<file path="src/rtl/clock_pkg.sv">
// Shared definitions for the alarm-clock time chain: set-mode state
// encoding, field terminal counts, field widths and the day-value
// saturation helper used by the day-counter parallel load.
package clock_pkg;

    typedef enum logic [1:0] {
        ST_RUN      = 2'd0,
        ST_SET_MIN  = 2'd1,
        ST_SET_HOUR = 2'd2,
        ST_SET_DAY  = 2'd3
    } state_e;

    localparam int unsigned SEC_MAX = 59;
    localparam int unsigned DAY_MAX = 6;

    localparam int unsigned SEC_W  = 6;
    localparam int unsigned MIN_W  = 6;
    localparam int unsigned HOUR_W = 5;
    localparam int unsigned DAY_W  = 3;

    // Day values above DAY_MAX (only 7 fits in DAY_W bits) clamp to DAY_MAX.
    function automatic logic [DAY_W-1:0] sat_day(input logic [DAY_W-1:0] d);
        return (d > DAY_W'(DAY_MAX)) ? DAY_W'(DAY_MAX) : d;
    endfunction

endpackage

</file>
<file path="src/rtl/set_timeout.sv">
// Set-mode inactivity timer. Counts ticks while not cleared and raises a
// combinational expire pulse on the tick that brings the count to
// TIMEOUT_S; the counter then restarts from zero.
//   clk_i     system clock, rising edge
//   rst_i     asynchronous active-high reset
//   tick_i    1 Hz tick pulse
//   clear_i   hold/clear the count (button activity, state change, RUN)
//   expire_o  one-cycle pulse, same cycle as the terminal tick
module set_timeout
    import clock_pkg::*;
#(
    parameter int unsigned TIMEOUT_S = 30
) (
    input  logic clk_i,
    input  logic rst_i,
    input  logic tick_i,
    input  logic clear_i,
    output logic expire_o
);

    logic [5:0] cnt_q, cnt_d;
    logic       count_en;

    always_comb begin
        // A clear in the same cycle as a tick swallows that tick.
        count_en = tick_i && !clear_i;
        expire_o = count_en && (cnt_q == 6'(TIMEOUT_S - 1));
        cnt_d    = cnt_q;
        if (clear_i || expire_o) begin
            cnt_d = '0;
        end else if (count_en) begin
            cnt_d = cnt_q + 6'd1;
        end
    end

    always_ff @(posedge clk_i or posedge rst_i) begin
        if (rst_i) begin
            cnt_q <= '0;
        end else begin
            cnt_q <= cnt_d;
        end
    end

endmodule

</file>
<file path="src/rtl/time_chain_ctrl.sv">
// Time-chain sequencer: keeps the seconds count, issues registered
// one-cycle Enable/Up strobes to the external minute/hour/day counters,
// runs the Mode/Inc set-mode FSM with inactivity timeout, and drives the
// day counter's parallel load.
//   Clk, Clr          clock / async active-high reset
//   Tick              1 Hz pulse
//   Mode, Inc         debounced button pulses
//   Preset,Preset_Day day-counter load request and value
//   Min_Val,Hour_Val  external counter feedback for carry detection
//   Min_En,Hour_En,Day_En  counter enable+up strobes
//   Day_Ld, Day_D     day-counter load strobe and data
//   Sec               seconds 0..59
//   Set_State         0=RUN 1=SET_MIN 2=SET_HOUR 3=SET_DAY
//   Blink             display blink phase
module time_chain_ctrl
    import clock_pkg::*;
#(
    parameter int unsigned TIMEOUT_S = 30,
    parameter int unsigned MIN_MAX   = 59,
    parameter int unsigned HOUR_MAX  = 23
) (
    input  logic              Clk,
    input  logic              Clr,
    input  logic              Tick,
    input  logic              Mode,
    input  logic              Inc,
    input  logic              Preset,
    input  logic [DAY_W-1:0]  Preset_Day,
    input  logic [MIN_W-1:0]  Min_Val,
    input  logic [HOUR_W-1:0] Hour_Val,
    output logic              Min_En,
    output logic              Hour_En,
    output logic              Day_En,
    output logic              Day_Ld,
    output logic [DAY_W-1:0]  Day_D,
    output logic [SEC_W-1:0]  Sec,
    output logic [1:0]        Set_State,
    output logic              Blink
);

    state_e             state_q, state_d;
    logic [SEC_W-1:0]   sec_q, sec_d;
    logic               blink_q, blink_d;
    logic               min_en_q, min_en_d;
    logic               hour_en_q, hour_en_d;
    logic               day_en_q, day_en_d;
    logic               day_ld_q, day_ld_d;
    logic [DAY_W-1:0]   day_d_q, day_d_d;
    logic               to_clear;
    logic               to_expire;
    logic               in_set;

    set_timeout #(
        .TIMEOUT_S(TIMEOUT_S)
    ) u_set_timeout (
        .clk_i   (Clk),
        .rst_i   (Clr),
        .tick_i  (Tick),
        .clear_i (to_clear),
        .expire_o(to_expire)
    );

    always_comb begin
        state_d   = state_q;
        sec_d     = sec_q;
        blink_d   = blink_q;
        min_en_d  = 1'b0;
        hour_en_d = 1'b0;
        day_en_d  = 1'b0;
        day_ld_d  = 1'b0;
        day_d_d   = day_d_q;
        to_clear  = 1'b0;
        in_set    = (state_q != ST_RUN);

        if (Mode) begin
            // Mode beats Inc (and a coincident Tick in RUN: entering
            // SET_MIN zeroes Sec, so that tick has nothing to advance).
            to_clear = 1'b1;
            unique case (state_q)
                ST_RUN: begin
                    state_d = ST_SET_MIN;
                    sec_d   = '0;
                end
                ST_SET_MIN:  state_d = ST_SET_HOUR;
                ST_SET_HOUR: state_d = ST_SET_DAY;
                ST_SET_DAY:  state_d = ST_RUN;
                default:     state_d = ST_RUN;
            endcase
        end else if (!in_set) begin
            to_clear = 1'b1;
            if (Tick) begin
                if (sec_q == SEC_W'(SEC_MAX)) begin
                    sec_d    = '0;
                    min_en_d = 1'b1;
                    if (Min_Val == MIN_W'(MIN_MAX)) begin
                        hour_en_d = 1'b1;
                        if (Hour_Val == HOUR_W'(HOUR_MAX)) begin
                            day_en_d = 1'b1;
                        end
                    end
                end else begin
                    sec_d = sec_q + SEC_W'(1);
                end
            end
        end else if (Inc) begin
            to_clear = 1'b1;
            unique case (state_q)
                ST_SET_MIN:  min_en_d  = 1'b1;
                ST_SET_HOUR: hour_en_d = 1'b1;
                ST_SET_DAY:  day_en_d  = 1'b1;
                default: ;
            endcase
        end else if (to_expire) begin
            state_d = ST_RUN;
        end

        // Blink only runs while staying inside the set states.
        if (state_d == ST_RUN) begin
            blink_d = 1'b0;
        end else if (in_set && Tick) begin
            blink_d = ~blink_q;
        end

        if (Preset) begin
            day_ld_d = 1'b1;
            day_en_d = 1'b0;
            day_d_d  = sat_day(Preset_Day);
        end
    end

    always_ff @(posedge Clk or posedge Clr) begin
        if (Clr) begin
            state_q   <= ST_RUN;
            sec_q     <= '0;
            blink_q   <= 1'b0;
            min_en_q  <= 1'b0;
            hour_en_q <= 1'b0;
            day_en_q  <= 1'b0;
            day_ld_q  <= 1'b0;
            day_d_q   <= '0;
        end else begin
            state_q   <= state_d;
            sec_q     <= sec_d;
            blink_q   <= blink_d;
            min_en_q  <= min_en_d;
            hour_en_q <= hour_en_d;
            day_en_q  <= day_en_d;
            day_ld_q  <= day_ld_d;
            day_d_q   <= day_d_d;
        end
    end

    assign Min_En    = min_en_q;
    assign Hour_En   = hour_en_q;
    assign Day_En    = day_en_q;
    assign Day_Ld    = day_ld_q;
    assign Day_D     = day_d_q;
    assign Sec       = sec_q;
    assign Set_State = state_q;
    assign Blink     = blink_q;

endmodule
</file>
<file path="config.mk">
export PLATFORM = sky130hd
export DESIGN_NAME = time_chain_ctrl
export DESIGN_NICKNAME = d
export VERILOG_FILES = /design/src/rtl/clock_pkg.sv /design/src/rtl/set_timeout.sv /design/src/rtl/time_chain_ctrl.sv
export SDC_FILE = /design/constraint.sdc
export NUM_CORES = 1
export LEC_CHECK = 0
export CORE_ASPECT_RATIO = 1.75
export CORE_UTILIZATION = 49
export DETAILED_ROUTE_END_ITERATION = 8
export PLACE_DENSITY = 0.88
export SLEW_MARGIN = 0
export SYNTH_ARGS = -nofsm -noshare
export SYNTH_HDL_FRONTEND = slang
export SYNTH_SLANG_ARGS = --single-unit
export TNS_END_PERCENT = 1
</file>
<file path="constraint.sdc">
create_clock -name Clk -period 4 [get_ports Clk]
set_input_delay 0.8 -clock Clk [delete_from_list [all_inputs] [get_ports Clk]]
set_output_delay 0.8 -clock Clk [all_outputs]
set_load 0.005 [all_outputs]
</file>
# After elaboration in Yosys (flattened, before gate mapping)
# Cells that the tools add are included.
# op_classes
addsub	2
mul	0
div	0
n_lt_le_gt_ge	1
eq_ne	9
n_shift	0
muxes	41
bitwise	1
n_reduce_logical	12
# ops
cell	n
two-way mux 6 bit	7
two-way mux 1 bit	28
adder 6 x 1 -> 6 bit (second input constant)	2
equality test 6 bit (second input constant)	2
two-way mux 2 bit	4
one-hot mux 2 bit (4 select lines)	1
nonzero test 2 bit	4
equality test 6 x 5 -> 1 bit (second input constant)	1
equality test 5 bit (second input constant)	1
equality test 2 bit (second input constant)	2
logical NOT 2 bit	2
greater-than comparator 3 bit (second input constant)	1
logical AND 1 bit	3
two-way mux 3 bit	1
AND reduction 3 bit	1
equality test 2 x 1 -> 1 bit (second input constant)	1
inequality test 2 x 1 -> 1 bit (second input constant)	1
inequality test 2 bit (second input constant)	1
logical NOT 1 bit	1
logical OR 1 bit	1
NOT 1 bit	1
# totals
ff_bits	22
latchBits	0
ramBits	0
romBits	0
in_bits	20
wordCells	75
memories	0

# Depth between registers and ports, before layout
# depth
ltp_word	12
depth_mapped	7
depth_no_buf	6

# Modules after synthesis
# Synthesis repeated with hierarchy kept, for this count alone.
# unflattened
cells_unflattened	121
hier_area_um2	1267.5
# modules_own_cells
mod	instances	cells_each	area_per_inst_um2
time_chain_ctrl	1	83	879.6
set_timeout	1	38	387.9

# Worst setup path before layout
# Ideal clock, no wire load.
# synth_timing
path_type	in2reg
from	input Inc
to	register u_set_timeout.cnt_q[3]
arrival_ns	1.610
slack_ns	2.271
cell_stages	4
cell_sequence	or4_4 > nand4_1 > xor2_1 > nor2_1
# synth_via
elab_chain_cells	8
# synth_rtl
item	line	source
start: declaration	time_chain_ctrl.sv:26	input logic Inc,
two-way mux 1 bit *	time_chain_ctrl.sv:105	end else if (Inc) begin
two-way mux 1 bit *	time_chain_ctrl.sv:89	end else if (!in_set) begin
two-way mux 1 bit *	time_chain_ctrl.sv:75	if (Mode) begin
logical NOT 1 bit	set_timeout.sv:26	count_en = tick_i && !clear_i;
logical AND 1 bit	set_timeout.sv:26	
logical AND 1 bit	set_timeout.sv:27	expire_o = count_en && (cnt_q == 6'(TIMEOUT_S - 1));
logical OR 1 bit	set_timeout.sv:29	if (clear_i || expire_o) begin
two-way mux 6 bit / nonzero test 2 bit (equally long branches)	-	
end signal: assignment	set_timeout.sv:40	cnt_q <= cnt_d;
end: declaration	set_timeout.sv:21	logic [5:0] cnt_q, cnt_d;
# Mark *: on every way between the ends. The rest lies on a longest branch, timed or not.
# A chain may end at the register's enable or synchronous reset.

# Worst setup path after layout
# layout_timing
from	input Mode
to	register sec_q[2] (netlist: Sec[2])
# layout_via
elab_chain_cells	2
# layout_rtl
item	line	source
start: declaration	time_chain_ctrl.sv:25	input logic Mode,
inequality test 2 x 1 -> 1 bit (no source line), or another cell as far along	-	
AND reduction 3 bit (no source line)	-	
end signal: assignment	time_chain_ctrl.sv:134	sec_q <= '0;
end signal: assignment	time_chain_ctrl.sv:143	sec_q <= sec_d;
end: declaration	time_chain_ctrl.sv:42	logic [SEC_W-1:0] sec_q, sec_d;
# Parallel ways exist; a longest one is shown, timed or not.

==> results.tsv <==
stage	metric	value	unit
run_status	status	finished, final reports clean	
sta	min_period	2.43	ns
global_routing	grt_max_degree	23	
route	drc	0	
worst_setup_path	crit_family	compound AO/OA/AOI/OAI gates	
global_routing	antenna_found_initial	0	
die	fp.dieW	39.0	um
synth	syn_avg_cell_area	9.97	um2
clock_network	cts-buffers-inserted	3	
clock_network	cts_tree	yes	
route	finalWirelength	2800	um
global_routing	grt_pass1_vias	994	
worst_setup_path	slowest_delay	0.80	ns
placed_design	pre_cts_ws	1.32	ns
synth	synth.net_count	145	
synth	syn-cell-area	1180	um2
power	finalPower	791	uW
synth	synth_async_sr_flop_share	100	%
die	start_util	51.7	%
die	die_h	66.8	um
sta	setup_viol	0	
route	ant_nets	0	
hold_path	holdPathEnd	Day_D[2]	
sta	slew_viol_final	0	
sta	finalSetupTns	0	ns
route	vias	1041	
clock_network	cts_num_sinks	22	
clock_network	cts.path.max_buffers	2	
finish	drive_gt1_share	7.84	%
worst_setup_path	reg2reg_depth	6	
global_routing	grt_pass1_wl	4240	um
synth	netlist_instances	118	
worst_setup_path	path_class	input pin to flip-flop	
finish	final_core_util	69.6	%
finish	final_common_cell	clkdlybuf4s50_1	
synth	synth_edf_count	0	
power	p_per_area	500	nW/um2
hold_path	hp-start	Day_D[2]	
synth	ys_types	33	
clock_network	cts_hold_buf	0	
sta	worst_pin_slew	0.836	ns
placed_design	hpwl	2080	um
worst_setup_path	critPathSlowestCell	clkdlybuf4s50_1	
clock_network	path_clk_slew	0.07	ns
synth	ys_seq_elements	22	
die	num_rows	23	
sta	post-route-period-util	60.7	%
worst_setup_path	reg2reg_slack	2.00	ns
clock_network	worstSkewPairLatency	0.26	ns
die	die_area	2610	um2
route	wl_per_cell	15.7	um
worst_setup_path	cp_num_buf_inv	1	
worst_setup_path	crit_top_cell	o21ai_1	
sta	hold_slack	0.518	ns
finish	area_growth_syn_to_layout	34.5	%
route	drt-initial-drc-count	21	
die	io_pins	36	
clock_network	h-tree-depth	1	
placed_design	io_buffers	35	
clock_network	cts.root.buffer_cell	clkbuf_8	
worst_setup_path	setup.worst_path.start_class	input pin	
global_routing	grt_use_total	23.7	%
route	via_per_inst	5.85	
worst_setup_path	worstReg2RegEnd	Sec[2]	
finish	nets	182	
finish	antennaDiodeCount	0	
hold_path	hp-class	flip-flop to flip-flop	
die	core	2270	um2
sta	fmax	0.412	GHz
clock_network	ctsResizeCount	0	
placed_design	place_congestion	0.768	
worst_setup_path	crit_fanout	15	
worst_setup_path	cp.arrival	2.61	ns
flow_run	maxCapViolations	0	
route	drtPass1Iterations	6	
finish	final_cell_mix	35 x clkdlybuf4s50_1, 22 x dfrtp_1, 15 x nand2_1, 7 x nor2_1, 7 x ha_1	
clock_network	cts_setup_buffers	0	
power	power_leakage	0.000650	uW
sta	fin_skew	0.000836	ns
sta	slew_headroom	44.2	%
worst_setup_path	crit_path_end_kind	flip-flop	
synth	synth_flop_cell	dfrtp_1	
hold_path	hold_path_depth	1	
sta	hold_viol	0	
worst_setup_path	worstReg2RegStart	Set_State[0]	
sta	rsz0062_at_grt	false	
power	ir_worst_vdd	0.292	mV
sta	setup_slack	1.57	ns
worst_setup_path	path_cells	clkdlybuf4s50_1, o21ai_1, a2111oi_2, a21oi_1, o21ai_1	
synth	yosysWarnings	0	
worst_setup_path	cp.required	4.19	ns
synth	ys_seq_area_share	46.8	%
global_routing	overflow	0	
-- synth_stat cells (all sizes together), types with 2 or more instances --
library cell	count	area, um2
nand2	15	56.3
o22ai	2	12.5
a31oi	4	25.0
mux2	3	33.8
nor3	4	30.0
a21oi	3	15.0
buf	3	17.5
xnor2	2	17.5
nand3	6	30.0
inv	6	22.5
o21ai	6	30.0
nand2b	5	31.3
nor2	7	26.3
nor4	3	18.8
ha	7	87.6
nor2b	2	15.0
xor2	3	26.3
nand4	5	31.3
dfrtp	22	551
-- where the power goes --
group | internal (uW) | switching (uW) | total [uW]
sequential | 270 | 62.4 | 332
combinational | 178 | 145 | 323
clock | 67.2 | 68.8 | 136
total | 515 | 276 | 791
-- cell type report --
type | instances | area (um2)
Tap cell | 25 | 31.3
Fill cell | 184 | 692
Inverter | 6 | 22.5
Sequential cell | 22 | 551
Clock buffer | 3 | 41.3
Multi-Input combinational cell | 87 | 586
Timing Repair Buffer | 35 | 350
-- logic make-up (layout without fill, tap and decap cells) --
kind of cell / Yosys count / after routing / share of synthesized area (%)
AND/OR/NAND/NOR: 52 / 52 / 24.4
flip-flops: 22 / 22 / 46.8
AO/OA/AOI/OAI: 19 / 19 / 10.5
buffers and inverters: 9 / 44 / 3.40
adder cells (fa/ha/maj): 7 / 7 / 7.45
XOR/XNOR: 5 / 5 / 3.72
multiplexers: 4 / 4 / 3.72
-- sequential cells by signal, summed over array words and instances, names as in the netlist --
name,cells
Sec,6
u_set_timeout.cnt_q,6
Day_D,3
Set_State,2
Blink,1
Day_En,1
Day_Ld,1
Hour_En,1
Min_En,1
-- routing by layer --
layer	global-route usage (%)	share of wire [%]	vias up	routed length, um
met3	4.00	3.5	4	97
li1	-	-	489	-
met4	12.9	1.3	0	35
met1	23.9	36	514	1020
met2	42.7	59	34	1650
met5	0	0	-	0
-- worst max path at each step --
stage                     start                endpoint  slack, ns  cells past startpoint
after floorplan             Inc  u_set_timeout.cnt_q[3]       2.27                      4
after global placement     Mode                  Sec[2]       1.43                      5
after detailed placement   Mode                  Sec[2]       1.32                      5
after CTS                  Mode                  Sec[2]       1.58                      5
after global routing       Mode                  Sec[2]       1.44                      5
final                      Mode                  Sec[2]       1.57                      5
-- through the flow --
step	std cells	instance area [um2]
final	178	1580
after global routing	178	1580
after detailed placement	175	1540
after floorplan	118	1180
after CTS	178	1580
after global placement	175	1540
Power figures use the tool's default switching activity.
